--- config.mk ---
export PLATFORM = sky130hd
export DESIGN_NAME = level_fifo
export DESIGN_NICKNAME = d
export VERILOG_FILES = /design/src/rtl/level_fifo_pkg.sv /design/src/rtl/level_fifo_ram.sv /design/src/rtl/level_fifo.sv
export SDC_FILE = /design/constraint.sdc
export NUM_CORES = 1
export LEC_CHECK = 0
export ABC_AREA = 1
export BUFFER_PORTS_ARGS = -buffer_cell sky130_fd_sc_hd__buf_2
export CELL_PAD_IN_SITES_DETAIL_PLACEMENT = 0
export CELL_PAD_IN_SITES_GLOBAL_PLACEMENT = 1
export CORE_ASPECT_RATIO = 0.75
export CORE_MARGIN = 8
export CORE_UTILIZATION = 45
export DETAILED_ROUTE_END_ITERATION = 10
export PLACE_DENSITY = 0.74
export SYNTH_ARGS = -nofsm -noshare
export SYNTH_HDL_FRONTEND = slang
export SYNTH_SLANG_ARGS = --single-unit
--- constraint.sdc ---
create_clock -name clk -period 6.9 [get_ports clk]
set_clock_uncertainty 0.2 [all_clocks]
set_input_delay 1.38 -clock clk [delete_from_list [all_inputs] [get_ports clk]]
set_output_delay 1.38 -clock clk [all_outputs]
set_load 0.02 [all_outputs]
--- src/rtl/level_fifo_pkg.sv ---
// Shared helpers for level_fifo: count width, wrapping pointer increment and
// the default entry layout carried through the RAM.
package level_fifo_pkg;

   function automatic int unsigned cnt_width(input int unsigned depth);
      return $clog2(depth + 1);
   endfunction

   // Wraps at depth-1 so non-power-of-2 depths use every entry.
   function automatic int unsigned ptr_inc(input int unsigned ptr, input int unsigned depth);
      return (ptr == depth - 1) ? 0 : ptr + 1;
   endfunction

   typedef struct packed {
      logic        meta;
      logic [31:0] data;
   } entry_default_t;

endpackage

--- src/rtl/level_fifo_ram.sv ---
// Storage array for level_fifo: one synchronous write port, one asynchronous
// read port, no reset on the contents.
module level_fifo_ram
   import level_fifo_pkg::*;
#(
   parameter int unsigned DEPTH   = 16,
   parameter type         ENTRY_T = entry_default_t,
   localparam int unsigned PTR_W  = $clog2(DEPTH)
) (
   input  logic             clk,
   input  logic             we,
   input  logic [PTR_W-1:0] wr_addr,
   input  ENTRY_T           wr_entry,
   input  logic [PTR_W-1:0] rd_addr,
   output ENTRY_T           rd_entry
);

   ENTRY_T mem [DEPTH];

   always_ff @(posedge clk)
      if (we) mem[wr_addr] <= wr_entry;

   assign rd_entry = mem[rd_addr];

endmodule

--- src/rtl/level_fifo.sv ---
// Level-based synchronous FIFO with valid/ready on both sides, occupancy count
// and almost flags. Optional sticky overflow/underflow ports: LEVEL_FIFO_ERR_EN.
module level_fifo
   import level_fifo_pkg::*;
#(
   parameter int unsigned BIT_WIDTH     = 32,
   parameter int unsigned DEPTH         = 16,
   parameter int unsigned READ_CYCLES   = 0,
   parameter int unsigned AFULL_THRESH  = DEPTH - 2,
   parameter int unsigned AEMPTY_THRESH = 1,
   parameter type         METADATA_TYPE = logic,
   localparam int unsigned CNT_W        = cnt_width(DEPTH)
) (
   input  logic                 clk,
   input  logic                 rst_n,
   input  logic                 in_valid,
   output logic                 in_ready,
   input  logic [BIT_WIDTH-1:0] in_data,
   input  METADATA_TYPE         in_metadata,
   output logic                 out_valid,
   input  logic                 out_ready,
   output logic [BIT_WIDTH-1:0] out_data,
   output METADATA_TYPE         out_metadata,
   output logic [CNT_W-1:0]     count,
   output logic                 full,
   output logic                 empty,
   output logic                 almost_full,
   output logic                 almost_empty
`ifdef LEVEL_FIFO_ERR_EN
   ,
   output logic                 overflow,
   output logic                 underflow
`endif
);

   localparam int unsigned PTR_W = $clog2(DEPTH);

   typedef struct packed {
      METADATA_TYPE         meta;
      logic [BIT_WIDTH-1:0] data;
   } entry_t;

   logic [PTR_W-1:0] wr_ptr, rd_ptr;
   entry_t           wr_entry, rd_entry;
   logic             push, pop, ram_rd;

   assign in_ready      = (count != CNT_W'(DEPTH));
   assign push          = in_valid & in_ready;
   assign pop           = out_valid & out_ready;
   assign wr_entry.meta = in_metadata;
   assign wr_entry.data = in_data;

   assign full         = (count == CNT_W'(DEPTH));
   assign empty        = (count == '0);
   assign almost_full  = (count >= CNT_W'(AFULL_THRESH));
   assign almost_empty = (count <= CNT_W'(AEMPTY_THRESH));

   // count covers RAM plus any output register, so capacity is exactly DEPTH.
   always_ff @(posedge clk or negedge rst_n)
      if (!rst_n) begin
         wr_ptr <= '0;
         rd_ptr <= '0;
         count  <= '0;
      end else begin
         if (push)   wr_ptr <= PTR_W'(ptr_inc(32'(wr_ptr), DEPTH));
         if (ram_rd) rd_ptr <= PTR_W'(ptr_inc(32'(rd_ptr), DEPTH));
         if (push && !pop)      count <= count + CNT_W'(1);
         else if (pop && !push) count <= count - CNT_W'(1);
      end

   level_fifo_ram #(
      .DEPTH   (DEPTH),
      .ENTRY_T (entry_t)
   ) u_ram (
      .clk      (clk),
      .we       (push),
      .wr_addr  (wr_ptr),
      .wr_entry (wr_entry),
      .rd_addr  (rd_ptr),
      .rd_entry (rd_entry)
   );

   if (READ_CYCLES == 0) begin : g_showahead
      assign ram_rd       = pop;
      assign out_valid    = !empty;
      // Gate the unreset RAM so idle outputs read as zero.
      assign out_data     = out_valid ? rd_entry.data : '0;
      assign out_metadata = out_valid ? rd_entry.meta : '0;
   end else begin : g_outreg
      logic             reg_vld;
      entry_t           reg_entry;
      logic [CNT_W-1:0] ram_cnt;

      assign ram_cnt = count - CNT_W'(reg_vld);
      // Refill when the register is free or leaving this cycle.
      assign ram_rd  = (!reg_vld || pop) && (ram_cnt != '0);

      always_ff @(posedge clk or negedge rst_n)
         if (!rst_n) begin
            reg_vld   <= 1'b0;
            reg_entry <= '0;
         end else if (ram_rd) begin
            reg_vld   <= 1'b1;
            reg_entry <= rd_entry;
         end else if (pop) begin
            reg_vld   <= 1'b0;
         end

      assign out_valid    = reg_vld;
      assign out_data     = reg_entry.data;
      assign out_metadata = reg_entry.meta;
   end

`ifdef LEVEL_FIFO_ERR_EN
   always_ff @(posedge clk or negedge rst_n)
      if (!rst_n) begin
         overflow  <= 1'b0;
         underflow <= 1'b0;
      end else begin
         if (in_valid && !in_ready)  overflow  <= 1'b1;
         if (out_ready && !out_valid) underflow <= 1'b1;
      end
`endif

endmodule

After elaboration in Yosys (flattened, before gate mapping)
Memories as Yosys holds them, arrays and structs flattened.
Cells that the tools add are included.
Widths: inputs -> output; s select.
{ "totals": {"register_bits": 13, "ram_bits": 528, "inputBits": 37, "output_inout_bits": 44, "wordCells": 31, "n_memories": 1} }
{ "op_classes": {"n_addsub": 4, "order_cmp": 2, "n_eq_ne": 4, "mux": 8, "bitwise_logic": 2, "n_reduce_logical": 7} }
{ "mem_list": {"columns": ["memory", "words", "width", "read_ports", "rd_clocked_by_memory_dff", "write_ports", "line", "rtl"], "rows": [
  ["u_ram.mem", 16, 33, 1, 0, 1, "level_fifo_ram.sv:18", "ENTRY_T mem [DEPTH];"]
]} }
{ "ops": {"columns": ["op", "n"], "rows": [
  ["$mux 32", 1],
  ["$mux 5", 2],
  ["$add 4x1->4 const B", 2],
  ["$eq 4x4->1 const B", 2],
  ["$mux 4", 2],
  ["$add 5x1->5 const B", 1],
  ["$eq 5x5->1 const B", 1],
  ["$ge 5x4->1 const B", 1],
  ["$le 5x1->1 const B", 1],
  ["$logic_not 5->1", 1],
  ["$ne 5x5->1 const B", 1],
  ["$sub 5x1->5 const B", 1],
  ["$logic_not 1->1", 3],
  ["$mux 1", 3],
  ["$and 1x1->1", 2],
  ["$logic_and 1x1->1", 2],
  ["$reduce_bool 2->1", 1]
]} }

Logic depth before layout (Yosys ltp)
Gate-level depths: netlist of the first run.
{ "logic_depth": {"ltp_word": 6, "depth_mapped": 12, "depth_no_buf": 12} }

Hierarchy
From an unflattened synthesis of the first run, not the netlist that was laid out.
{ "hier_totals": {"cells_unflattened": 2338, "hier_area_um2": 23766.5} }
{ "modules_own_cells": {"columns": ["mod", "n_inst", "cells_each", "area_per_inst_um2"], "rows": [
  ["level_fifo_ram", 1, 2152, 22580.4],
  ["level_fifo", 1, 186, 1186.1]
]} }

Worst setup path before layout of the first run
Ideal clock, no wire load.
{ "synth_path": {"path_kind": "input to register", "startpoint": "in in_valid", "endpoint": "mem u_ram.mem[11][0] (netlist name) (enable)", "arrival_ns": 3.120, "path_slack_ns": 3.157, "stages": 4, "n_path_buf": 0, "cell_sequence": "nand2_1 > inv_2 > nand2_1 > nor2_1"} }
{ "synth_via": {"elab_chain_len": 3} }
{ "synth_lines": {"columns": ["item", "line", "rtl"], "rows": [
  ["from (decl)", "level_fifo.sv:16", "input logic in_valid,"],
  ["$and 1x1->1", "level_fifo.sv:48", "assign push = in_valid & in_ready;"],
  ["net push", "level_fifo.sv:45", "logic push, pop, ram_rd;"],
  ["$mux 1", "level_fifo_ram.sv:21", "if (we) mem[wr_addr] <= wr_entry;"],
  ["$mux 1 (implied by the code)", "level_fifo_ram.sv:21", null],
  ["to (decl)", "level_fifo_ram.sv:18", null]
]} }
The timed path passes the listed nets, and every way through them passes these cells.

Worst setup path after layout of the first run
{ "layout_path": {"startpoint": "reg rd_ptr[0]", "endpoint": "out out_data[20]"} }
{ "layout_via": {"elab_chain_len": 2} }
{ "layout_lines": {"columns": ["item", "line", "rtl"], "rows": [
  ["from (decl)", "level_fifo.sv:43", "logic [PTR_W-1:0] wr_ptr, rd_ptr;"],
  ["from (signal assigned)", "level_fifo.sv:66", "if (ram_rd) rd_ptr <= PTR_W'(ptr_inc(32'(rd_ptr), DEPTH));"],
  ["$mem_v2 16x33", null, null],
  ["$mux 32", "level_fifo.sv:87", "assign out_data = out_valid ? rd_entry.data : '0;"],
  ["to (decl)", "level_fifo.sv:22", "output logic [BIT_WIDTH-1:0] out_data,"]
]} }
Every way passes these cells.

==> out/metrics.csv, run 1 <==
stage,metric,value,unit
run_status,status,"finished, final reports clean",
timing,relative slew slack,26.0,%
timing,setup_tns,0,ns
grt,initial antenna violation count,1,
power_and_ir_drop,worst vdd ir,0.319,mV
critical_path,"Max FO, Critical Path",172,
clock_network,Hold Buf Count CTS,0,
clock_network,CTS tree,built,
route,drt first pass iters,5,
synth,Synth Area in Adders,0.582,%
power_and_ir_drop,Leak,0.0113,uW
synth,Yosys top cell area share,67.0,%
synth,Post-Synth XOR/XNOR Area,0.296,%
synth,sequential share of the synthesized area,68.4,%
synth,Post-Synthesis Cells,2307,
synth,Post-synth ARST share,2.40,%
timing,post-route clock period utilization,76.3,%
synth,"EDFF count, synth",528,
route,Post-Route M1 WL,27.1,mm
clock_network,TritonCTS Buffers,53,
critical_path,Startpoint Class,register,
synth,Yosys cell types,25,
critical_path,FF-to-FF setup slack,3.59,ns
synth,Synth Area in Compound Gates,1.18,%
route,vias per std cell,4.90,
critical_path,crit end category,primary output,
route,Detailed Route WL,58.2,mm
critical_path,arrival time at the worst endpoint,3.68,ns
layout,register area,16200,um^2
critical_path,CP peak stage delay,0.82,ns
grt,GRT overflow,0,
route,met3 wire length,3.33,mm
floorplanning,Die X,281,um
critical_path,CP Cell Sequence,inv_8 -> buf_4 -> nand2_1 -> nand2_1 -> nand2_1 -> nand3_1 -> nand3_1 -> a21oi_2 -> buf_2,
floorplanning,area of the core,51700,um^2
layout,P&R area growth vs syn,11.0,%
clock_network,Setup Buffers After CTS,0,
route,average wire per standard cell,18.7,um
floorplanning,Initial Utilization,45.8,%
synth,Mapped Area,23700,um^2
grt,Tot GR Track Use,19.3,%
timing,Tmin final,5.26,ns
place,GPL Wtd Cong,0.750,
synth,Synth Warn #,0,
route,met2 wire length,26.5,mm
layout,NumNets Final,2410,
hold_path,Hold Path Class,register to register,
timing,final setup fails,0,
layout,layout cells sized above 1,9.33,%
route,Highest Signal Layer,met5,
route,post-route ant nets,0,
clock_network,H-tree Lvls,2,
synth,syn nets,2355,
synth,post-synthesis mux area share,0,%
synth,largest cells by area after synthesis,"edfxtp_1 67%, nand2_1 14%, inv_1 5.9%, nand3_1 5.8%, dfrtp_1 1.4%",
timing,RSZ-0062 raised after global routing,no,
route,vias,15200,
clock_network,Resized cells post-CTS,0,
synth,main combinational cell family by area after synthesis,simple AND/OR/NAND/NOR gates,
critical_path,"Req. time, crit path",5.32,ns
timing,f_max,0.190,GHz
route,DRC errors left,0,
grt,vias in the first global route,14900,
layout,# fillers,4689,
critical_path,CP most frequent cell,nand2_1,
critical_path,WS Path Type,register to primary output,
clock_network,clk slew on worst S/H paths,0.06,ns
timing,final hold vios,0,
timing,pins over their slew limit,0,
place,PortBufs,80,
clock_network,Clock Latency Late Sink,0.59,ns
floorplanning,die area,60200,um^2
synth,Synth Area in Simple Gates,20.7,%
route,DRT iter0 DRCs,1223,
power_and_ir_drop,power per cell area,413,nW/um^2
job,max cap viols,0,
clock_network,Clock Sink Count,541,
power_and_ir_drop,Tot Pwr,10900,uW
clock_network,Longest Clk Path Bufs,3,
floorplanning,# rows,72,
synth,"area leader, netlist",edfxtp_1,
synth,dominant synthesized flop cell,edfxtp_1,
critical_path,Critical-path top delay cell,dfrtp_4,
place,dpl hpwl,29.0,mm
synth,Mean Syn Cell Area,10.3,um^2
synth,synthesized flop and latch total,541,
grt,first-pass GRT wire length,89.2,mm
floorplanning,die height,215,um
grt,largest net degree at the start of global routing,191,
timing,Worst Tran Pin Value,1.11,ns
synth,Post-synth top cells,"910 x nand2_1, 528 x edfxtp_1, 370 x inv_1",
floorplanning,IO Pins,81,
clock_network,root buffer cell,clkbuf_16,
synth,most common cell in the synthesized netlist,nand2_1,
layout,area of the multi-input gates,5500,um^2
==> path summary, 6_finish.rpt <==
path / from / endpoint / cells after the start
setup reg to reg: count[0] / u_ram.mem[10][9] / 8
hold reg to reg: count[0] / count[0] / 1
hold / removal: count[0] / count[0] / 1
max in group asynchronous: rst_n / rd_ptr[1] / 1
setup / recovery: rd_ptr[0] / out_data[20] / 9
min in group asynchronous: rst_n / wr_ptr[1] / 1
==> cell families (layout without fill, tap and decap cells) <==
group / after synthesis / in the layout
AO/OA/AOI/OAI: 45 / 45
flip-flops: 541 / 541
XOR/XNOR: 8 / 8
other: 0 / 1
AND/OR/NAND/NOR: 1210 / 1210
buffers and inverters: 492 / 585
adder cells (fa/ha/maj): 11 / 11
==> per-stage QoR <==
step	cell area, um^2	util [%]	hold WS, ns	worst slack (ns)	cells
3_3_place_gp	24700	47.7	0.358	2.25	3010
2_1_floorplan	23700	-	0.365	3.16	2307
3_5_place_dp	24700	47.7	0.356	2.27	3010
6_report	26300	50.8	0.365	1.64	3104
5_1_grt	26300	50.8	0.423	1.42	3103
4_1_cts	26300	50.8	0.370	1.62	3103
==> registers in the layout, summed over array words and instances (netlist names) <==
signal     cells
wr_ptr         4
rd_ptr         4
count          5
u_ram.mem    528
==> placed cells by master, fill, tap and decap left out, types with 13 or more instances in the layout <==
master,count
nand2_1,910
edfxtp_1,528
inv_1,368
nand3_1,273
buf_2,80
clkbuf_16,55
buf_4,25
a21oi_1,21
nor2_4,17
inv_2,15
clkbuf_1,14
a21oi_2,13
==> power by group <==
part | switching (uW) | total, uW | internal [uW]
Clock | 1190 | 2740 | 1540
Sequential | 269 | 4240 | 3970
Combinational | 2770 | 3870 | 1110
==> layer usage <==
metal | vias to the layer above | track usage, %
li1 | 7476 | -
met1 | 7255 | 26.9
met2 | 375 | 31.0
met3 | 93 | 3.46
met4 | 2 | 4.98
met5 | - | 0
==> cell type report <==
cell class	count	share of cell area, %
Antenna cell	1	0.00953
Timing Repair Buffer	107	2.39
Clock buffer	71	5.55
Multi-Input combinational cell	1274	21.0
Sequential cell	541	61.6
Clock inverter	22	0.567
Inverter	385	5.54
Tap cell	703	3.35
==> worst max-delay path, delay by kind of cell, from the launching register on <==
family / cells / cell delay [ns]
AOI/OAI and AO/OA: 1 / 0.17
DFF: 1 / 0.82
buffers and inverters: 3 / 1.46
and+or+nand+nor: 5 / 0.43
Note: power is estimated with default switching activity, not from simulation.
==> run 2, diff against run 1 <==
--- a/config.mk
+++ b/config.mk
@@ -5,7 +5,7 @@
 export SDC_FILE = /design/constraint.sdc
 export NUM_CORES = 1
 export LEC_CHECK = 0
-export ABC_AREA = 1
+export ABC_AREA = 0
 export BUFFER_PORTS_ARGS = -buffer_cell sky130_fd_sc_hd__buf_2
 export CELL_PAD_IN_SITES_DETAIL_PLACEMENT = 0
 export CELL_PAD_IN_SITES_GLOBAL_PLACEMENT = 1
@@ -13,7 +13,7 @@
 export CORE_MARGIN = 8
 export CORE_UTILIZATION = 45
 export DETAILED_ROUTE_END_ITERATION = 10
-export PLACE_DENSITY = 0.74
+export PLACE_DENSITY = 0.68
 export SYNTH_ARGS = -nofsm -noshare
 export SYNTH_HDL_FRONTEND = slang
 export SYNTH_SLANG_ARGS = --single-unit
==> constraint.sdc (replaced) <==
create_clock -name clk -period 5.5 [get_ports clk]
set_clock_uncertainty 0.2 [all_clocks]
set_input_delay 1.1 -clock clk [delete_from_list [all_inputs] [get_ports clk]]
set_output_delay 1.1 -clock clk [all_outputs]
set_load 0.02 [all_outputs]
==> run 2 against run 1 <==
Compared with the run above: worst setup slack lost 0.76 ns; first-iteration DRC count shrank 27%; worst hold slack lost 0.13 ns; synthesized cell count shrank 61%; synthesized area shrank 12%; clock-buffer cell count shrank 2.
==> out/metrics.csv, run 2 <==
stage,metric,value,unit
timing,RSZ-0062 raised after global routing,no,
layout,# fillers,3584,
synth,synthesized flop and latch total,541,
layout,n_diodes,0,
synth,Synth Area in Compound Gates,3.48,%
synth,Mapped Area,20800,um^2
clock_network,CTS tree,built,
power_and_ir_drop,worst vdd ir,0.288,mV
grt,GRT overflow,0,
place,Post-Place Cell Area,22000,um^2
timing,post-route clock period utilization,83.9,%
synth,"area leader, netlist",edfxtp_1,
critical_path,FF-to-FF setup slack,2.00,ns
critical_path,"Largest delay share family, worst path",buffers and inverters,
clock_network,clk slew on worst S/H paths,0.06,ns
critical_path,R2R Path End,u_ram.mem[7][28],
layout,Largest Register,u_ram.mem,
synth,Synth Warn #,0,
clock_network,Resized cells post-CTS,0,
clock_network,Hold Buf Count CTS,0,
clock_network,Setup Buffers After CTS,0,
layout,Layout Cells excl Fill,1654,
route,Detailed Route WL,44.1,mm
route,DRT iter0 DRCs,895,
timing,Worst Tran Pin Value,0.979,ns
route,average wire per standard cell,26.7,um
synth,syn nets,956,
synth,Yosys cell types,39,
synth,Yosys top cell area share,76.2,%
route,vias per std cell,5.75,
floorplanning,# rows,68,
route,vias,9503,
clock_network,root buffer cell,clkbuf_16,
layout,layout cells sized above 1,34.0,%
layout,"most common cell after layout, fill and taps aside",edfxtp_1,
grt,Tot GR Track Use,16.6,%
power_and_ir_drop,Tot Pwr,12200,uW
floorplanning,die area,53400,um^2
place,PortBufs,80,
critical_path,Critical-path top delay cell,buf_4,
place,dpl hpwl,24.5,mm
floorplanning,area of the core,45900,um^2
synth,Synth Area in Simple Gates,1.99,%
synth,most common cell in the synthesized netlist,edfxtp_1,
power_and_ir_drop,power per cell area,518,nW/um^2
job,max cap viols,0,
timing,pins over their slew limit,0,
power_and_ir_drop,Leak,0.00755,uW
run_status,status,"finished, final reports clean",
layout,"commonest cells after routing, fill and taps aside","528 x edfxtp_1, 132 x mux4_2, 80 x buf_2, 52 x clkbuf_16, 39 x nand2_1",
layout,P&R area growth vs syn,13.1,%
timing,setup_tns,0,ns
hold_path,Hold Path Class,primary input to asynchronous set/reset pin,
route,DRC errors left,0,
synth,main combinational cell family by area after synthesis,multiplexers,
floorplanning,die height,202,um
critical_path,arrival time at the worst endpoint,3.32,ns
synth,"EDFF count, synth",528,
critical_path,CP peak stage delay,0.57,ns
timing,final hold vios,0,
critical_path,WS Path Type,register to primary output,
synth,largest cells by area after synthesis,"edfxtp_1 76%, mux4_2 14%, a22oi_2 1.8%, dfrtp_1 1.6%, a22oi_1 1.2%",
critical_path,reg-to-reg startpoint,count[0],
critical_path,R2R depth,7,
layout,fin area,23500,um^2
synth,sequential share of the synthesized area,77.8,%
floorplanning,Die X,264,um
synth,Post-synth ARST share,2.40,%
critical_path,Startpoint Class,register,
timing,relative slew slack,34.8,%
clock_network,H-tree Lvls,2,
synth,dominant synthesized flop cell,edfxtp_1,
synth,Post-Synth XOR/XNOR Area,0.295,%
place,placed cells,1558,
critical_path,"Req. time, crit path",4.20,ns
grt,vias in the first global route,10000,
floorplanning,IO Pins,81,
grt,largest net degree at the start of global routing,55,
critical_path,crit end category,primary output,
grt,first-pass GRT wire length,66.5,mm
critical_path,CP Cell Sequence,inv_1 -> ha_1 -> or4b_1 -> inv_2 -> nor3b_4 -> buf_4 -> a22oi_2 -> nand2_1 -> buf_2,
floorplanning,Initial Utilization,45.4,%
timing,f_max,0.217,GHz
layout,Largest regs,"u_ram.mem (528), count (5)",
place,GPL Wtd Cong,0.706,
grt,initial antenna violation count,0,
synth,Post-Synthesis Cells,908,
clock_network,Longest Clk Path Bufs,3,
clock_network,TritonCTS Buffers,51,
route,drt first pass iters,5,
synth,post-synthesis mux area share,14.5,%
layout,max FFs per register,528,
timing,final setup fails,0,
layout,NumNets Final,1064,
synth,Synth Area in Adders,0.662,%
critical_path,Buf/Inv on CP,4,
route,post-route ant nets,0,
synth,Mean Syn Cell Area,22.9,um^2
synth,Post-synth top cells,"528 x edfxtp_1, 132 x mux4_2, 39 x nand2_1",
clock_network,Clock Sink Count,541,
timing,Tmin final,4.62,ns
clock_network,Clock Latency Late Sink,0.56,ns
critical_path,"Max FO, Critical Path",24,
-- run 2: logic make-up (layout without fill, tap and decap cells) --
family                   Yosys count  count (layout)
adder cells (fa/ha/maj)           11              11
flip-flops                       541             541
AO/OA/AOI/OAI                     79              79
AND/OR/NAND/NOR                   78              78
XOR/XNOR                           7               7
multiplexers                     136             136
buffers and inverters             56             207
-- run 2: power breakdown --
part | leakage (uW) | internal (uW) | switching, uW
Sequential | 0.00492 | 4940 | 378
Combinational | 0.00188 | 1550 | 2050
Clock | 0.000746 | 1800 | 1460
Total | 0.00755 | 8290 | 3880
-- run 2: worst reg2reg max path: stages (launching register included) --
cell       delay, ns
dfrtp_1         0.47
inv_1           0.12
ha_1            0.24
nand4bb_1       0.15
nand2_1         0.29
nor3b_1         0.50
and2_2          0.81
buf_4           0.41
-- run 2: how the worst max path moves through the flow --
| stage | cells after the start | endpoint | startpoint | slack (ns) |
|---|---|---|---|---|
| final | 9 | out_data[4] | count[0] | 0.88 |
| after CTS | 5 | out_data[2] | rd_ptr[0] | 0.71 |
| after detailed placement | 5 | out_data[9] | rd_ptr[0] | 1.35 |
| after global routing | 5 | out_data[2] | rd_ptr[0] | 0.57 |
| after floorplan | 5 | u_ram.mem[0][0] | count[0] | -0.07 |
| after global placement | 5 | out_data[2] | rd_ptr[0] | 1.35 |
-- run 2: cell type report --
class / instances / area, um^2 / area share [%]
flip-flops and latches: 541 / 16200 / 68.8
multi-input cells: 311 / 4420 / 18.8
clock buffers: 69 / 1380 / 5.84
well taps: 595 / 744 / 3.16
repair buffers: 104 / 606 / 2.57
clock inverters: 27 / 166 / 0.707
inverters: 7 / 26.3 / 0.112
-- run 2: metal layers --
| metal | GRT usage, % | vias up | wire length, um |
|---|---|---|---|
| li1 | - | 4074 | - |
| met1 | 23.5 | 5138 | 19900 |
| met2 | 26.6 | 237 | 21300 |
| met3 | 3.18 | 54 | 2160 |
| met4 | 3.84 | 0 | 754 |
| met5 | 0 | - | 0 |
-- run 2: through the flow --
step,hold WS [ns],util [%],worst slack [ns]
finish,0.231,51.3,0.883
floorplan,0.370,-,-0.0674
global route,0.228,51.3,0.567
global placement,0.367,47.9,1.35
CTS,0.217,51.3,0.711
detailed placement,0.374,47.9,1.35
